### config.mk
export PLATFORM = sky130hd
export DESIGN_NAME = mc_ctrl_flat
export DESIGN_NICKNAME = d
export VERILOG_FILES = /design/src/rtl/mc_ctrl_pkg.sv /design/src/rtl/mc_ctrl_if.sv /design/src/rtl/mc_ctrl_opdec.sv /design/src/rtl/mc_ctrl.sv /design/src/flat_wrapper.sv
export SDC_FILE = /design/constraint.sdc
export NUM_CORES = 1
export LEC_CHECK = 0
export CELL_PAD_IN_SITES_DETAIL_PLACEMENT = 1
export CELL_PAD_IN_SITES_GLOBAL_PLACEMENT = 1
export CORE_ASPECT_RATIO = 1.1
export CORE_MARGIN = 2
export CORE_UTILIZATION = 26
export DETAILED_ROUTE_END_ITERATION = 10
export PLACE_DENSITY = 0.82
export SLEW_MARGIN = 20
export SYNTH_ARGS = -nofsm -noshare
export SYNTH_HDL_FRONTEND = slang
export SYNTH_SLANG_ARGS = --single-unit
### constraint.sdc
create_clock -name clk -period 2.14 [get_ports clk]
set_input_delay 0.428 -clock clk [delete_from_list [all_inputs] [get_ports clk]]
set_output_delay 0.428 -clock clk [all_outputs]
set_load 0.02 [all_outputs]
### src/rtl/mc_ctrl_pkg.sv
// mc_ctrl_pkg: shared encodings for the multicycle control FSM -- state codes,
// LEGv8 opcode constants, ALU/PC select codes and a small state helper.
package mc_ctrl_pkg;

  typedef enum logic [3:0] {
    StFetch  = 4'd0,
    StDecode = 4'd1,
    StMemAdr = 4'd2,
    StMemRd  = 4'd3,
    StMemWb  = 4'd4,
    StMemWr  = 4'd5,
    StExec   = 4'd6,
    StRwb    = 4'd7,
    StBranch = 4'd8,
    StJump   = 4'd9,
    StErr    = 4'd10
  } state_e;

  // Full 11-bit opcodes
  localparam logic [10:0] OpLdur = 11'b11111000010;
  localparam logic [10:0] OpStur = 11'b11111000000;
  localparam logic [10:0] OpAdd  = 11'b10001011000;
  localparam logic [10:0] OpSub  = 11'b11001011000;
  localparam logic [10:0] OpAnd  = 11'b10001010000;
  localparam logic [10:0] OpOrr  = 11'b10101010000;
  // Prefix-only opcodes: CBZ matches bits [10:3], B matches bits [10:5]
  localparam logic [7:0]  OpCbzHi = 8'b10110100;
  localparam logic [5:0]  OpBHi   = 6'b000101;

  localparam logic [1:0] AluOpAdd   = 2'b00;
  localparam logic [1:0] AluOpPassB = 2'b01;
  localparam logic [1:0] AluOpFunct = 2'b10;

  localparam logic [1:0] PcSrcAlu    = 2'b00;
  localparam logic [1:0] PcSrcAluOut = 2'b01;
  localparam logic [1:0] PcSrcJump   = 2'b10;

  localparam logic [1:0] SrcBReg    = 2'b00;
  localparam logic [1:0] SrcBFour   = 2'b01;
  localparam logic [1:0] SrcBOffset = 2'b10;
  localparam logic [1:0] SrcBBrOff  = 2'b11;

  // States that sit on the shared memory and may stall on mem_ready
  function automatic logic waits_on_mem(state_e s);
    return (s == StFetch) || (s == StMemRd) || (s == StMemWr);
  endfunction

endpackage

### src/rtl/mc_ctrl_if.sv
// mc_ctrl_if: shared-memory handshake between the control FSM (master) and
// the memory (slave).
interface mc_ctrl_if;
  logic mem_req;
  logic mem_we;
  logic i_or_d;
  logic mem_ready;

  modport master (
    output mem_req,
    output mem_we,
    output i_or_d,
    input  mem_ready
  );

  modport slave (
    input  mem_req,
    input  mem_we,
    input  i_or_d,
    output mem_ready
  );
endinterface

### src/rtl/mc_ctrl_opdec.sv
// mc_ctrl_opdec: purely combinational opcode classifier for the control FSM.
module mc_ctrl_opdec
  import mc_ctrl_pkg::*;
(
  input  logic [10:0] opcode,
  output logic        is_ldur,
  output logic        is_stur,
  output logic        is_rtype,
  output logic        is_cbz,
  output logic        is_b,
  output logic        illegal
);

  // Classes are mutually exclusive; anything unmatched is illegal
  always_comb begin
    is_ldur  = (opcode == OpLdur);
    is_stur  = (opcode == OpStur);
    is_rtype = (opcode == OpAdd) || (opcode == OpSub) ||
               (opcode == OpAnd) || (opcode == OpOrr);
    is_cbz   = (opcode[10:3] == OpCbzHi);
    is_b     = (opcode[10:5] == OpBHi);
    illegal  = !(is_ldur || is_stur || is_rtype || is_cbz || is_b);
  end

endmodule

### src/rtl/mc_ctrl.sv
// mc_ctrl: multicycle LEGv8 control FSM for a shared instruction/data memory.
// Define MC_CTRL_PERF_EN to build the retired-instruction counter; otherwise
// instr_cnt is tied to zero.
module mc_ctrl
  import mc_ctrl_pkg::*;
#(
  parameter int unsigned WAIT_MAX = 15
) (
  input  logic        clk,
  input  logic        rst_n,
  mc_ctrl_if.master   mem,
  input  logic [10:0] opcode,
  input  logic        zero,
  output logic        ir_write,
  output logic        pc_write,
  output logic        pc_write_cond,
  output logic        alu_src_a,
  output logic [1:0]  alu_src_b,
  output logic [1:0]  alu_op,
  output logic [1:0]  pc_src,
  output logic        reg_write,
  output logic        mem_to_reg,
  output logic        reg2loc,
  output logic [3:0]  state,
  output logic        err,
  output logic [31:0] instr_cnt
);

  localparam logic [7:0] WaitMax = 8'(WAIT_MAX);

  state_e     state_q, state_d;
  logic [7:0] wait_q, wait_d;
  logic       is_ldur, is_stur, is_rtype, is_cbz, is_b, illegal;
  logic       mem_req, mem_we, i_or_d;
  // zero gates the PC in the datapath together with pc_write_cond
  logic       unused_zero;

  assign unused_zero = zero;

  mc_ctrl_opdec u_opdec (
    .opcode   (opcode),
    .is_ldur  (is_ldur),
    .is_stur  (is_stur),
    .is_rtype (is_rtype),
    .is_cbz   (is_cbz),
    .is_b     (is_b),
    .illegal  (illegal)
  );

  // Next state and consecutive memory-wait counter
  always_comb begin
    state_d = state_q;
    unique case (state_q)
      StFetch:  if (mem.mem_ready) state_d = StDecode;
      StDecode: begin
        if (illegal)                 state_d = StErr;
        else if (is_ldur || is_stur) state_d = StMemAdr;
        else if (is_rtype)           state_d = StExec;
        else if (is_cbz)             state_d = StBranch;
        else if (is_b)               state_d = StJump;
        else                         state_d = StErr;
      end
      StMemAdr: begin
        if (is_ldur)      state_d = StMemRd;
        else if (is_stur) state_d = StMemWr;
        else              state_d = StErr;
      end
      StMemRd:  if (mem.mem_ready) state_d = StMemWb;
      StMemWb:  state_d = StFetch;
      StMemWr:  if (mem.mem_ready) state_d = StFetch;
      StExec:   state_d = StRwb;
      StRwb:    state_d = StFetch;
      StBranch: state_d = StFetch;
      StJump:   state_d = StFetch;
      StErr:    state_d = StErr;
      default:  state_d = StErr;
    endcase

    // Counter clears on ready or exit; the WAIT_MAX-th stalled cycle escapes to ERR
    wait_d = '0;
    if (waits_on_mem(state_q) && !mem.mem_ready) begin
      if (wait_q + 8'd1 >= WaitMax) state_d = StErr;
      else                          wait_d  = wait_q + 8'd1;
    end
  end

  // State and wait-counter registers
  always_ff @(posedge clk or negedge rst_n) begin
    if (!rst_n) begin
      state_q <= StFetch;
      wait_q  <= '0;
    end else begin
      state_q <= state_d;
      wait_q  <= wait_d;
    end
  end

  // Moore decode of datapath controls; IR/PC load in FETCH qualified by mem_ready
  always_comb begin
    mem_req       = 1'b0;
    mem_we        = 1'b0;
    i_or_d        = 1'b0;
    ir_write      = 1'b0;
    pc_write      = 1'b0;
    pc_write_cond = 1'b0;
    alu_src_a     = 1'b0;
    alu_src_b     = SrcBReg;
    alu_op        = AluOpAdd;
    pc_src        = PcSrcAlu;
    reg_write     = 1'b0;
    mem_to_reg    = 1'b0;
    reg2loc       = 1'b0;
    unique case (state_q)
      StFetch: begin
        mem_req   = 1'b1;
        alu_src_b = SrcBFour;
        ir_write  = mem.mem_ready;
        pc_write  = mem.mem_ready;
      end
      StDecode: alu_src_b = SrcBBrOff;
      StMemAdr: begin
        alu_src_a = 1'b1;
        alu_src_b = SrcBOffset;
        reg2loc   = 1'b1;
      end
      StMemRd: begin
        mem_req = 1'b1;
        i_or_d  = 1'b1;
      end
      StMemWb: begin
        reg_write  = 1'b1;
        mem_to_reg = 1'b1;
      end
      StMemWr: begin
        mem_req = 1'b1;
        mem_we  = 1'b1;
        i_or_d  = 1'b1;
        reg2loc = 1'b1;
      end
      StExec: begin
        alu_src_a = 1'b1;
        alu_op    = AluOpFunct;
      end
      StRwb: reg_write = 1'b1;
      StBranch: begin
        alu_src_a     = 1'b1;
        alu_op        = AluOpPassB;
        pc_write_cond = 1'b1;
        pc_src        = PcSrcAluOut;
        reg2loc       = 1'b1;
      end
      StJump: begin
        pc_write = 1'b1;
        pc_src   = PcSrcJump;
      end
      default: ;
    endcase
    // Reset drops every enable immediately, without waiting for a clock
    if (!rst_n) begin
      mem_req       = 1'b0;
      mem_we        = 1'b0;
      ir_write      = 1'b0;
      pc_write      = 1'b0;
      pc_write_cond = 1'b0;
      reg_write     = 1'b0;
    end
  end

  assign mem.mem_req = mem_req;
  assign mem.mem_we  = mem_we;
  assign mem.i_or_d  = i_or_d;
  assign state       = state_q;
  assign err         = (state_q == StErr);

`ifdef MC_CTRL_PERF_EN
  logic [31:0] instr_cnt_q, instr_cnt_d;
  logic        retire;

  // An instruction retires when its last state hands back to FETCH
  always_comb begin
    retire = (state_d == StFetch) &&
             (state_q inside {StMemWb, StMemWr, StRwb, StBranch, StJump});
    instr_cnt_d = retire ? instr_cnt_q + 32'd1 : instr_cnt_q;
  end

  // Retired-instruction counter, wraps naturally
  always_ff @(posedge clk or negedge rst_n) begin
    if (!rst_n) instr_cnt_q <= '0;
    else        instr_cnt_q <= instr_cnt_d;
  end

  assign instr_cnt = instr_cnt_q;
`else
  assign instr_cnt = '0;
`endif

endmodule

### src/flat_wrapper.sv
// flat-port wrapper written by rule: the top's interface ports become plain ports
module mc_ctrl_flat import mc_ctrl_pkg::*;
#(
  parameter int unsigned WAIT_MAX = 15
)
  (clk, rst_n, opcode, zero, ir_write, pc_write, pc_write_cond, alu_src_a, alu_src_b, alu_op, pc_src, reg_write, mem_to_reg, reg2loc, state, err, instr_cnt, mem_mem_req, mem_mem_we, mem_i_or_d, mem_mem_ready);
  mc_ctrl_if mem_i ();
  input  logic clk;
  input  logic rst_n;
  input  logic [10:0] opcode;
  input  logic zero;
  output logic ir_write;
  output logic pc_write;
  output logic pc_write_cond;
  output logic alu_src_a;
  output logic [1:0] alu_src_b;
  output logic [1:0] alu_op;
  output logic [1:0] pc_src;
  output logic reg_write;
  output logic mem_to_reg;
  output logic reg2loc;
  output logic [3:0] state;
  output logic err;
  output logic [31:0] instr_cnt;
  output wire logic [$bits(mem_i.mem_req)-1:0] mem_mem_req;
  output wire logic [$bits(mem_i.mem_we)-1:0] mem_mem_we;
  output wire logic [$bits(mem_i.i_or_d)-1:0] mem_i_or_d;
  input wire logic [$bits(mem_i.mem_ready)-1:0] mem_mem_ready;
  assign mem_mem_req = mem_i.mem_req;
  assign mem_mem_we = mem_i.mem_we;
  assign mem_i_or_d = mem_i.i_or_d;
  assign mem_i.mem_ready = mem_mem_ready;
  mc_ctrl #(.WAIT_MAX(WAIT_MAX)) u_core (.clk(clk), .rst_n(rst_n), .mem(mem_i), .opcode(opcode), .zero(zero), .ir_write(ir_write), .pc_write(pc_write), .pc_write_cond(pc_write_cond), .alu_src_a(alu_src_a), .alu_src_b(alu_src_b), .alu_op(alu_op), .pc_src(pc_src), .reg_write(reg_write), .mem_to_reg(mem_to_reg), .reg2loc(reg2loc), .state(state), .err(err), .instr_cnt(instr_cnt));
endmodule
==> results by stage <==
Synth:
- The synthesized area per cell is 7.95 µm².
- The share of synthesized area in the top cell type comes to 0.250.
- The netlist uses 44 different library cells.
- For this run, the leading register cell type out of synthesis is sky130_fd_sc_hd__dfrtp_1.
- Of all flip-flops after synthesis, the portion carrying an async set or reset was 1.00.
- The number of warnings printed during yosys synthesis is 0.
- The dominant cell type by area after synthesis is sky130_fd_sc_hd__dfrtp_1.
- The register bit count reported by yosys is 12.
- The number of instances in the synthesized netlist is 151.
- Sorting the synthesized cells by area gives the leading types as sky130_fd_sc_hd__dfrtp_1 (25%), sky130_fd_sc_hd__buf_4 (20%), sky130_fd_sc_hd__nor2_1 (5.3%), sky130_fd_sc_hd__a21oi_1 (3.8%), sky130_fd_sc_hd__nand2_1 (3.1%).
- The synthesized cell area is 1200 µm².
- Yosys mapped a number of flops with a built-in enable equal to 0.
- The fraction of the yosys area taken by sequential cells is 0.250.

Power and ir drop:
- The static leakage is 0.851 nW.
- The total power consumption of the routed design is 0.00164 W.
- Dividing total power by cell area gives a power density of 969 nW/µm².
- Of the total power, registers draw 0.191.
- The internal power of the cells totals 0.000903 W.
- The net switching share of the total power is 0.449.
- The share of total power dissipated in combinational logic is 0.659.
- The switching power of the nets is 0.000736 W.
- IR analysis of the VDD net gives a maximum drop of 244 µV.
- Of the total power, the clock network draws 0.150.

Clock tree:
- Once the clock tree was built, the resizer swapped 16 gates to a different size.
- The count of hold buffers inserted by post-cts repair is 0.
- The maximum buffer depth of the clock tree is 2.
- In this run the number of H-tree levels came out at 1.
- The cell sitting at the root of the clock tree is a sky130_fd_sc_hd__clkbuf_8.
- The post-CTS setup repair buffer count is 0.
- TritonCTS built the clock tree.
- The number of sinks driven by the clock tree is 12.
- The clock latency of the later-clocked register in the worst-skew pair is 0.24 ns.
- In this run, CTS created clock tree buffers numbering 3.
- After clock tree synthesis, the clock-pin slew on the worst setup and hold paths is 0.06 ns.

Floorplan:
- The die span in y is 75.3 µm.
- The die span in x is 68.8 µm.
- The total area inside the core boundary comes to 4380 µm².
- The floorplan row count is 25.
- The die area is 5170 µm².
- For this configuration, the core starts out at a cell density of 0.274.
- For this design the top-level I/O count stands at 68.

Route:
- The iteration count of the initial detailed-routing pass is 4.
- The number of remaining DRC errors is 0.
- Detailed routing inserted a total of 1,168 vias.
- Dividing the detail-routed via count by the number of cells gives 4.41.
- In this run the remaining antenna-violating nets after routing total 0.
- The wire length reported by the detailed router is 3060 µm.
- The detailed router finished its first iteration with 39 violations.
- In the final routed layout, each cell accounts on average for 11.6 µm.

STA:
- Setup violations remaining at the end of the flow were counted as 0.
- Setup repair after global routing left no endpoint under its margin.
- Static timing analysis puts the maximum clock frequency at 488 MHz.
- The final sum of negative setup slack is 0 ns.
- Across all setup checks in the final design, the least slack found is 0.0900 ns.
- The count of endpoints failing hold in the final timing report is 0.
- The routed design could run at a clock period as short as 2.05 ns.
- The total count of max-transition violations in the final report is 0.
- Hold timing on the final database bottoms out at a slack of 0.549 ns.
- Between clock sinks in the finished design, the worst skew comes to 0.00190 ns.
- Dividing the final minimum period by the clock period gives 0.958.

Setup path:
- STA puts the critical path data arrival time at 1.62 ns.
- For this run, the slowest stage of the critical path takes 0.52 ns.
- Data on the critical path is required at its endpoint by 1.71 ns.
- The origin of the critical flop-to-flop path is u_core.wait_q[0].
- Walking the worst path, the cells encountered are clkdlybuf4s50_1 -> nand3b_1 -> nor3b_1 -> dlygate4sd2_1.
- The slowest stage of the critical path belongs to the cell sky130_fd_sc_hd__clkdlybuf4s50_1.
- The category of the worst setup path capture point is a primary output.
- The depth of the most critical reg-to-reg path is 6.
- The setup check on the worst reg-to-reg path leaves a slack of 0.12 ns.
- The worst setup path is launched from an input port.
- The endpoint identified for the worst register-to-register timing path is u_core.state[3].
- The worst setup path category is input port to primary output.
- The peak fanout along the critical path is 4.

Global routing:
- The via count of the first global-routing pass is 1,107.
- The wire length of the first global-routing pass is 4860 µm.
- The remaining global-route overflow is 0.
- The pin count of the biggest net entering global routing is 13.
- In the global route stage, overall resource usage came out at 0.121.
- The initial antenna violation count is 0.

Layout:
- The repair_antennas step left the layout with diodes totalling 0.
- The area of the multi-input gates is 766 µm².
- The synthesis-to-layout area growth is 41.0%.
- The number of inserted filler cells in the final layout is 569.
- Of the cells placed in the final design, the portion with a size suffix greater than 1 is 0.175.
- Registers take 300 µm².
- The finished layout holds 265 standard cells, fillers aside.
- In the final design database the tool counted 229 nets.

Min path:
- The launch point of the worst hold path is u_core.wait_q[0].
- The hold path endpoint is u_core.wait_q[0].
- Along the worst hold path, the cell count comes to 1.
- In this run the worst hold path is classified as flop to flop.

Place:
- Including well taps, the total number of placed cells is 261.
- During placement, the flow inserted port buffers numbering 34.
- OpenSTA, run right after detailed placement, puts the worst setup slack at -0.235 ns.
- The detailed placement HPWL is 2610 µm.
- The final estimated routing congestion in global placement is 0.753.

Outcome:
- The run finished with clean final reports.

Job:
- The max-capacitance violation count is 0.
==> cell families after synthesis <==
kind of cell / Yosys count / share of synthesized area
AND/OR/NAND/NOR: 66 / 0.309
AO/OA/AOI/OAI: 23 / 0.139
buffers and inverters: 40 / 0.225
flip-flops: 12 / 0.250
XOR/XNOR: 5 / 0.0365
multiplexers: 2 / 0.0167
other: 1 / 0.00313
adder cells (fa/ha/maj): 2 / 0.0209
==> routing by layer <==
metal,wire (µm),global-route usage,share of wire,vias to the layer above
li1,-,-,-,574
met2,1660,0.244,0.54,37
met5,0,0,0,-
met4,27,0.0327,0.0088,0
met3,156,0.00448,0.051,2
met1,1220,0.136,0.40,555
==> how the worst max path moves through the flow <==
stage | startpoint | endpoint | slack (ns) | cells past startpoint
final | rst_n | reg_write | 0.09 | 4
after global routing | u_core.state[2] | pc_write_cond | 0.02 | 4
after CTS | u_core.state[2] | err | 0.03 | 3
after detailed placement | rst_n | pc_write | -0.24 | 5
after global placement | rst_n | reg_write | -0.25 | 4
after floorplan | u_core.state[2] | pc_write | 0.10 | 4
==> stage by stage <==
step / utilization / area, µm²
after floorplan: - / 1340
after global placement: 0.379 / 1660
after detailed placement: 0.379 / 1660
after CTS: 0.387 / 1700
after global routing: 0.386 / 1690
final: 0.386 / 1690
==> worst max-delay path, delay by kind of cell <==
family / cells / cell delay [ns]
buffers and inverters: 2 / 0.88
and+or+nand+nor: 2 / 0.32
==> final cells by class <==
| type | count | area share |
|---|---|---|
| clock buffers | 4 | 0.0325 |
| well taps | 54 | 0.0399 |
| repair buffers | 57 | 0.288 |
| flip-flops and latches | 12 | 0.178 |
| multi-input cells | 134 | 0.453 |
| inverters | 4 | 0.00888 |
==> cells in the final DEF, fill, tap and decap left out, types with 3 or more instances in the layout <==
master,n
sky130_fd_sc_hd__a21oi_1,9
sky130_fd_sc_hd__buf_4,23
sky130_fd_sc_hd__clkbuf_8,4
sky130_fd_sc_hd__clkdlybuf4s50_1,17
sky130_fd_sc_hd__conb_1,36
sky130_fd_sc_hd__dfrtp_1,12
sky130_fd_sc_hd__dlygate4sd2_1,14
sky130_fd_sc_hd__inv_1,4
sky130_fd_sc_hd__nand2_1,10
sky130_fd_sc_hd__nand2b_1,6
sky130_fd_sc_hd__nand3_1,4
sky130_fd_sc_hd__nor2_1,17
sky130_fd_sc_hd__nor3_1,5
sky130_fd_sc_hd__nor3b_1,4
sky130_fd_sc_hd__xnor2_1,3
==> cells in the mapped netlist, types with 2 or more instances <==
master	count
sky130_fd_sc_hd__a21oi_1	9
sky130_fd_sc_hd__and2_1	2
sky130_fd_sc_hd__and3b_1	2
sky130_fd_sc_hd__buf_4	32
sky130_fd_sc_hd__clkbuf_1	4
sky130_fd_sc_hd__dfrtp_1	12
sky130_fd_sc_hd__ha_1	2
sky130_fd_sc_hd__inv_1	4
sky130_fd_sc_hd__mux2i_1	2
sky130_fd_sc_hd__nand2_1	10
sky130_fd_sc_hd__nand2b_1	6
sky130_fd_sc_hd__nand3_1	4
sky130_fd_sc_hd__nor2_1	17
sky130_fd_sc_hd__nor2b_1	2
sky130_fd_sc_hd__nor3_1	6
sky130_fd_sc_hd__nor3b_1	4
sky130_fd_sc_hd__o22ai_1	2
sky130_fd_sc_hd__or3_1	2
sky130_fd_sc_hd__xnor2_1	3
sky130_fd_sc_hd__xor2_1	2
==> flip-flops by register name (all words and copies together) (netlist names) <==
register	count
u_core.state	4
u_core.wait_q	8
==> power by group through the flow <==
stage | registers, W | logic, W | clock network [W]
after floorplan | 0.000337 | 0.000623 | 0
after global placement | 0.000311 | 0.00114 | 0
after detailed placement | 0.000317 | 0.00116 | 0
after CTS | 0.000314 | 0.00109 | 0.000255
after global routing | 0.000318 | 0.00118 | 0.000268
final | 0.000313 | 0.00108 | 0.000247
(Power assumes the default switching activity.)
